--- src/rtl/pa_isa_pkg.sv ---
// Shared ISA definitions for the decode stage: opcode constants, fetch PC
// select encodings and the decode controller state enum.
package pa_isa_pkg;

  localparam logic [3:0] OP_BR   = 4'hC;
  localparam logic [3:0] OP_BZ   = 4'hD;
  localparam logic [3:0] OP_HALT = 4'hF;

  typedef enum logic [1:0] {
    SEL_BOOT   = 2'b00,
    SEL_INC    = 2'b01,
    SEL_BRANCH = 2'b10,
    SEL_ZERO   = 2'b11
  } sel_pc_e;

  typedef enum logic [1:0] {
    ST_BOOT,
    ST_RUN,
    ST_HALTED
  } state_e;

endpackage

--- src/rtl/decode_branch_unit.sv ---
// Combinational branch resolution: PC-relative target and taken decision.
// BZ redirects only when built with DECODE_BZ_EN.
module decode_branch_unit
  import pa_isa_pkg::*;
(
  input  logic [15:0] ir,
  input  logic [15:0] dec_pc,
  input  logic        zero_flag,
  output logic        taken,
  output logic [15:0] target
);

  logic [3:0] op;
  logic [7:0] imm8;
  logic       unused_bits;

  assign op   = ir[15:12];
  assign imm8 = ir[7:0];

  // Halfword offset: sign-extended imm8 shifted left by one, wraps at 2^16.
  assign target = dec_pc + {{7{imm8[7]}}, imm8, 1'b0};

`ifdef DECODE_BZ_EN
  assign unused_bits = ^ir[11:8];
  assign taken = (op == OP_BR) || ((op == OP_BZ) && zero_flag);
`else
  assign unused_bits = ^{ir[11:8], zero_flag};
  assign taken = (op == OP_BR);
`endif

endmodule

--- src/rtl/decode_ctrl.sv ---
// Decode controller: BOOT/RUN/HALTED FSM, instruction register, fetch PC shadow.
// Optional macro DECODE_BZ_EN enables the BZ conditional branch.
module decode_ctrl
  import pa_isa_pkg::*;
#(
  parameter logic [15:0] RESET_PC = 16'h0000
) (
  input  logic        clk,
  input  logic        reset,
  input  logic [7:0]  inst_code_high,
  input  logic [7:0]  inst_code_low,
  input  logic [15:0] initial_inst_addr,
  input  logic        stall,
  input  logic        zero_flag,
  output logic [1:0]  sel_pc,
  output logic [15:0] branch_pc,
  output logic        enable_pc,
  output logic        dec_valid,
  output logic [15:0] dec_pc,
  output logic [3:0]  opcode,
  output logic [3:0]  rd,
  output logic [3:0]  ra,
  output logic [3:0]  rb,
  output logic [7:0]  imm8,
  output logic        halted
);

  state_e      state, state_nxt;
  sel_pc_e     sel;
  logic [15:0] ir;
  logic [15:0] fetch_pc;
  logic [15:0] next_pc;
  logic        ir_valid;
  logic        taken;
  logic        redirect;

  decode_branch_unit u_branch (
    .ir        (ir),
    .dec_pc    (dec_pc),
    .zero_flag (zero_flag),
    .taken     (taken),
    .target    (branch_pc)
  );

  assign opcode    = ir[15:12];
  assign rd        = ir[11:8];
  assign ra        = ir[7:4];
  assign rb        = ir[3:0];
  assign imm8      = ir[7:0];
  assign dec_valid = ir_valid && (state == ST_RUN);
  assign halted    = (state == ST_HALTED);
  assign sel_pc    = sel;

  always_comb begin
    state_nxt = state;
    sel       = SEL_INC;
    enable_pc = 1'b0;
    redirect  = 1'b0;
    unique case (state)
      ST_BOOT: begin
        sel       = SEL_BOOT;
        // Held low while reset is asserted so fetch sees no enable.
        enable_pc = reset;
        state_nxt = ST_RUN;
      end
      ST_RUN: begin
        if (!stall) begin
          if (ir_valid && (ir[15:12] == OP_HALT)) begin
            state_nxt = ST_HALTED;
          end else begin
            enable_pc = 1'b1;
            if (ir_valid && taken) begin
              redirect = 1'b1;
              sel      = SEL_BRANCH;
            end
          end
        end
      end
      ST_HALTED: begin
      end
      default: state_nxt = ST_BOOT;
    endcase
  end

  always_comb begin
    next_pc = fetch_pc + 16'd2;
    unique case (sel)
      SEL_BOOT:   next_pc = initial_inst_addr;
      SEL_INC:    next_pc = fetch_pc + 16'd2;
      SEL_BRANCH: next_pc = branch_pc;
      SEL_ZERO:   next_pc = '0;
      default:    next_pc = fetch_pc + 16'd2;
    endcase
  end

  always_ff @(posedge clk or negedge reset) begin
    if (!reset) begin
      state    <= ST_BOOT;
      ir       <= '0;
      ir_valid <= 1'b0;
      dec_pc   <= RESET_PC;
      fetch_pc <= RESET_PC;
    end else begin
      state <= state_nxt;
      if (enable_pc) fetch_pc <= next_pc;
      // On redirect the fetched word is the wrong path; load it but mark it invalid.
      if ((state == ST_RUN) && enable_pc) begin
        ir       <= {inst_code_high, inst_code_low};
        ir_valid <= ~redirect;
        dec_pc   <= fetch_pc;
      end
    end
  end

endmodule

--- config.mk ---
export PLATFORM = sky130hd
export DESIGN_NAME = decode_ctrl
export DESIGN_NICKNAME = d
export VERILOG_FILES = /design/src/rtl/pa_isa_pkg.sv /design/src/rtl/decode_branch_unit.sv /design/src/rtl/decode_ctrl.sv
export SDC_FILE = /design/constraint.sdc
export NUM_CORES = 1
export LEC_CHECK = 0
export ABC_CLOCK_PERIOD_IN_PS = 2650
export BUFFER_PORTS_ARGS = -buffer_cell sky130_fd_sc_hd__clkbuf_2
export CAP_MARGIN = 20
export CORE_UTILIZATION = 34
export CTS_CLUSTER_DIAMETER = 40
export DETAILED_ROUTE_END_ITERATION = 12
export GPL_ROUTABILITY_DRIVEN = 0
export GPL_TIMING_DRIVEN = 0
export HOLD_SLACK_MARGIN = 0.05
export PLACE_DENSITY = 0.62
export SKIP_CTS_REPAIR_TIMING = 1
export SKIP_LAST_GASP = 1
export SLEW_MARGIN = 10
export SYNTH_ARGS = -nofsm -noshare
export SYNTH_HDL_FRONTEND = slang
export SYNTH_SLANG_ARGS = --single-unit
--- constraint.sdc ---
create_clock -name clk -period 2.65 [get_ports clk]
set_clock_uncertainty 0.15 [all_clocks]
set_input_delay 0.53 -clock clk [delete_from_list [all_inputs] [get_ports clk]]
set_output_delay 0.53 -clock clk [all_outputs]
set_load 0.01 [all_outputs]
Word level (Yosys, flattened, before mapping)
Index checks and enable logic that the tools add are counted.
{ "word_totals": {"register_bits": 51, "input_bits": 36} }
{ "classes": {"n_addsub": 2, "eq_ne": 9, "muxes": 15, "bitwise": 2, "n_reduce_logical": 7} }
{ "ops": {"columns": ["operator", "n"], "rows": [
  ["16-bit case mux with 4 select lines", 1],
  ["16-bit adder", 1],
  ["16-bit by 2-bit adder with 16-bit output, second input constant", 1],
  ["2-bit 2-to-1 mux", 5],
  ["4-bit == test, second input constant", 2],
  ["2-bit == test, second input constant", 3],
  ["1-bit 2-to-1 mux", 6],
  ["2-bit case mux with 3 select lines", 1],
  ["2-bit by 1-bit == test with 1-bit output, second input constant", 2],
  ["1-bit logical AND", 4],
  ["2-bit logical NOT", 2],
  ["2-bit case mux with 2 select lines", 1],
  ["3-bit AND reduction", 1],
  ["2-bit by 1-bit inequality test with 1-bit output, second input constant", 1],
  ["2-bit inequality test, second input constant", 1],
  ["1-bit inverter", 2],
  ["1-bit case mux with 2 select lines", 1]
]} }

Depth between registers and ports, before layout
{ "logic_depth": {"ltp_word": 8, "mapped_depth": 9, "ltp_nobuf": 9} }

Cells and area by module
A second synthesis with hierarchy kept.
{ "hier_totals": {"hier_cells": 306, "hier_area_um2": 3215.6} }
{ "by_module_without_submodules": {"columns": ["mod", "instances", "cells_per_inst", "area_each_um2"], "rows": [
  ["decode_ctrl", 1, 225, 2586.2],
  ["decode_branch_unit", 1, 81, 629.4]
]} }

Worst setup path after synthesis
No wires, ideal clock.
{ "synth_path": {"kind": "register -> output", "from": "register ir[0]", "to": "output port branch_pc[15]", "t_arrival_ns": 1.979, "required_ns": 1.970, "path_slack_ns": -0.009, "path_stages_with_launch": 10, "path_buffers": 0, "cell_sequence": "dfrtp_1 > ha_1 > inv_1 > fa_1 > nor2b_1 > o2111ai_1 > a21oi_1 > nor2_1 > a21oi_1 > xor2_1"} }
{ "synth_via": {"elab_chain_len": 1} }
{ "synth_rtl": {"columns": ["element", "line_no", "source"], "rows": [
  ["from (decl)", "decode_ctrl.sv:30", "logic [15:0] ir;"],
  ["from (signal assigned)", "decode_ctrl.sv:108", "ir <= {inst_code_high, inst_code_low};"],
  ["16-bit adder", "decode_branch_unit.sv:21", "assign target = dec_pc + {{7{imm8[7]}}, imm8, 1'b0};"],
  ["to (decl)", "decode_ctrl.sv:16", "output logic [15:0] branch_pc,"]
]} }
Every way passes these cells.

Worst setup path in the final report
{ "layout_path": {"from": "register dec_pc[1]", "to": "output port branch_pc[9]"} }
{ "layout_via": {"elab_chain_len": 1} }
{ "layout_rtl": {"columns": ["element", "line_no", "source"], "rows": [
  ["from (decl)", "decode_ctrl.sv:19", "output logic [15:0] dec_pc,"],
  ["from (signal assigned)", "decode_ctrl.sv:110", "dec_pc <= fetch_pc;"],
  ["16-bit adder", "decode_branch_unit.sv:21", null]
]} }
Every way passes these cells.

==> qor.csv <==
metric,value,unit
status,"complete, but fails checks",
failing checks,negative setup slack,
clk_lat worst skew,0.31,ns
CP Launch Type,register,
pwr/cell area,1310,mW/mm^2
CP peak stage delay,0.41,ns
crit path kind,reg -> out,
"IR drop worst, VDD",0.730,mV
"Design Area, Final",0.00451,mm^2
"Async S/R FF share, synth",1.00,
wire length per cell,16.6,um
Placed Area,0.00393,mm^2
prevailing post-synth register cell,dfrtp_1,
worst slew pin tran,0.673,ns
H-tree lvl count,2,
ratio of cells with drive above 1 in the final layout,0.463,
top sig layer,met4,
Worst-path clk slew,0.10,ns
Core ar.,0.00933,mm^2
average cell area after synthesis,9.71,um^2
sequential area share after synthesis,0.388,
Pwr Total,5890,uW
DR DRC count,0,
worst hold path type,in -> reg,
final hold viol count,0,
IO buf count,95,
Seq cells post-synth,51,
Initial Util,0.353,
minimum clock period,3.04,ns
hpwl dp,6770,um
number of flops mapped to enable cells by yosys,0,
Max Fclk,329,MHz
vias in the first global route,2842,
Max-Cap Viols,0,
antenna fix cells,0,
final WL,9910,um
Die Span Y,100,um
clock root buffer,clkbuf_8,
Met3 Wirelength,597,um
die area,0.0101,mm^2
I/O pin cnt,97,
syn nets,391,
Met1 Wirelength,4450,um
Post-Syn Area,0.00329,mm^2
WP depth,9,
met2 wire length,4740,um
"Core Util, Final",0.484,
Final nets,520,
Area Overhead vs Synth,37.0,%
largest net degree at the start of global routing,54,
GRT overflow,0,
Final period util,1.15,
Setup crit end kind,output port,
DRT iter0 DRCs,175,
crit path DAT,2.36,ns
Vias per Instance,5.29,
first-pass detailed-route iteration total,5,
Cells after Synth,339,
initial antenna violation count,0,
vias,3161,
CTS tree,built,
worst-case reg-to-reg path depth,7,
crit path max-delay cell type,dfrtp_1,
yosys warns,0,
Filler Cells Inserted,904,
Placement Rows,35,
Final setup viols,12,
post-route ant nets,0,
hold path depth,2,
Crit Path Max Fanout,3,
worst hold slack,0.289,ns
Top delay family on crit path,compound AO/OA/AOI/OAI gates,
post-synth cell types,52,
Clock Sinks,51,
worst path required time,1.97,ns
All-Layer GR Usage,0.186,
max-slew violations,0,
DIE WIDTH,100,um
final worst slack,-0.394,ns
leakage power,0.00204,uW
"Critical Path, Cell by Cell",ha_4 > inv_2 > fa_2 > nor2b_4 > o2111a_2 > o21ai_2 > a211oi_2 > inv_1 > buf_2,
RSZ-0062 raised after global routing,yes,
CTS buffer count,5,
Crit path buffers/inverters,3,
CTS max path bufs,2,
relative slew slack,0.551,
first-pass GRT wire length,14500,um
[per-layer routing]
| layer | track usage | vias up |
|---|---|---|
| met5 | 0 | - |
| met4 | 0.0412 | 0 |
| met3 | 0.0286 | 12 |
| met2 | 0.295 | 117 |
| met1 | 0.266 | 1531 |
| li1 | - | 1501 |
[per-stage QoR]
stage | setup TNS, ns | std cells | setup slack, ns
finish | -2.98 | 598 | -0.394
global route | -4.08 | 598 | -0.524
CTS | -5.45 | 571 | -0.818
detailed placement | -2.42 | 563 | -0.468
global placement | -8.88 | 563 | -0.555
floorplan | 0 | 339 | 0.0153
[report_power, final]
group | switching [uW] | internal, uW | total (uW) | leakage [uW]
combinational | 2060 | 1900 | 3960 | 0.00140
sequential | 381 | 1090 | 1470 | 0.000593
clock | 280 | 186 | 465 | 0.0000412
[cell usage after synthesis, types with 6 or more instances]
master	n	area share
dfrtp_1	51	0.39
mux2_2	32	0.11
o21ai_0	21	0.032
a21oi_1	17	0.026
nor2_1	17	0.019
nand2_1	16	0.018
clkbuf_1	15	0.017
ha_1	15	0.057
inv_1	11	0.013
nor3_1	11	0.017
a21o_1	10	0.023
buf_4	10	0.023
xor2_1	9	0.024
xnor2_1	8	0.021
nand4_1	7	0.013
a221oi_1	6	0.016
o211ai_1	6	0.014
[cells by family (layout without fill, tap and decap cells)]
| group | Yosys count | after routing | share of synthesized area |
|---|---|---|---|
| AO/OA/AOI/OAI | 95 | 95 | 0.193 |
| AND/OR/NAND/NOR | 86 | 86 | 0.136 |
| flip-flops | 51 | 51 | 0.388 |
| buffers and inverters | 39 | 169 | 0.0566 |
| multiplexers | 35 | 35 | 0.119 |
| XOR/XNOR | 17 | 17 | 0.0452 |
| adder cells (fa/ha/maj) | 16 | 16 | 0.0631 |
[path summary, 6_finish.rpt]
kind | startpoint | endpoint | slack, ns
setup / recovery | dec_pc[1]$_DFFE_PN0P_ | branch_pc[9] | -0.39
hold / removal | inst_code_high[7] | ir[15]$_DFFE_PN0P_ | 0.29
setup reg to reg | state[0]$_DFFE_PN0P_ | fetch_pc[15]$_DFFE_PN0N_ | 0.17
hold reg to reg | ir[9]$_DFFE_PN0P_ | ir[9]$_DFFE_PN0P_ | 0.37
max in group asynchronous | reset | ir[3]$_DFFE_PN0P_ | 1.30
min in group asynchronous | reset | dec_pc[1]$_DFFE_PN0P_ | 0.64
[state kept, by name, summed over array words and instances (netlist names)]
register,count
dec_pc,16
fetch_pc,16
ir,16
state,2
ir_valid,1
[layout make-up]
class / count / area [um^2] / share of cell area
multi-input cells: 249 / 2030 / 0.450
flip-flops and latches: 51 / 1280 / 0.284
repair buffers: 127 / 753 / 0.167
well taps: 129 / 161 / 0.0358
plain buffers: 21 / 140 / 0.0311
clock buffers: 6 / 72.6 / 0.0161
inverters: 13 / 61.3 / 0.0136
clock inverters: 2 / 12.5 / 0.00277
[placed cells by master, fill, tap and decap left out, types with 10 or more instances in the layout]
cell type and n:
nor3_1 11, buf_4 38, o21ai_0 19, inv_1 10, clkbuf_2 87, a21oi_1 12
nand2_1 16, mux2_2 32, dfrtp_1 47, clkbuf_1 11, nor2_1 15
Note: power is estimated with default switching activity, not from simulation.
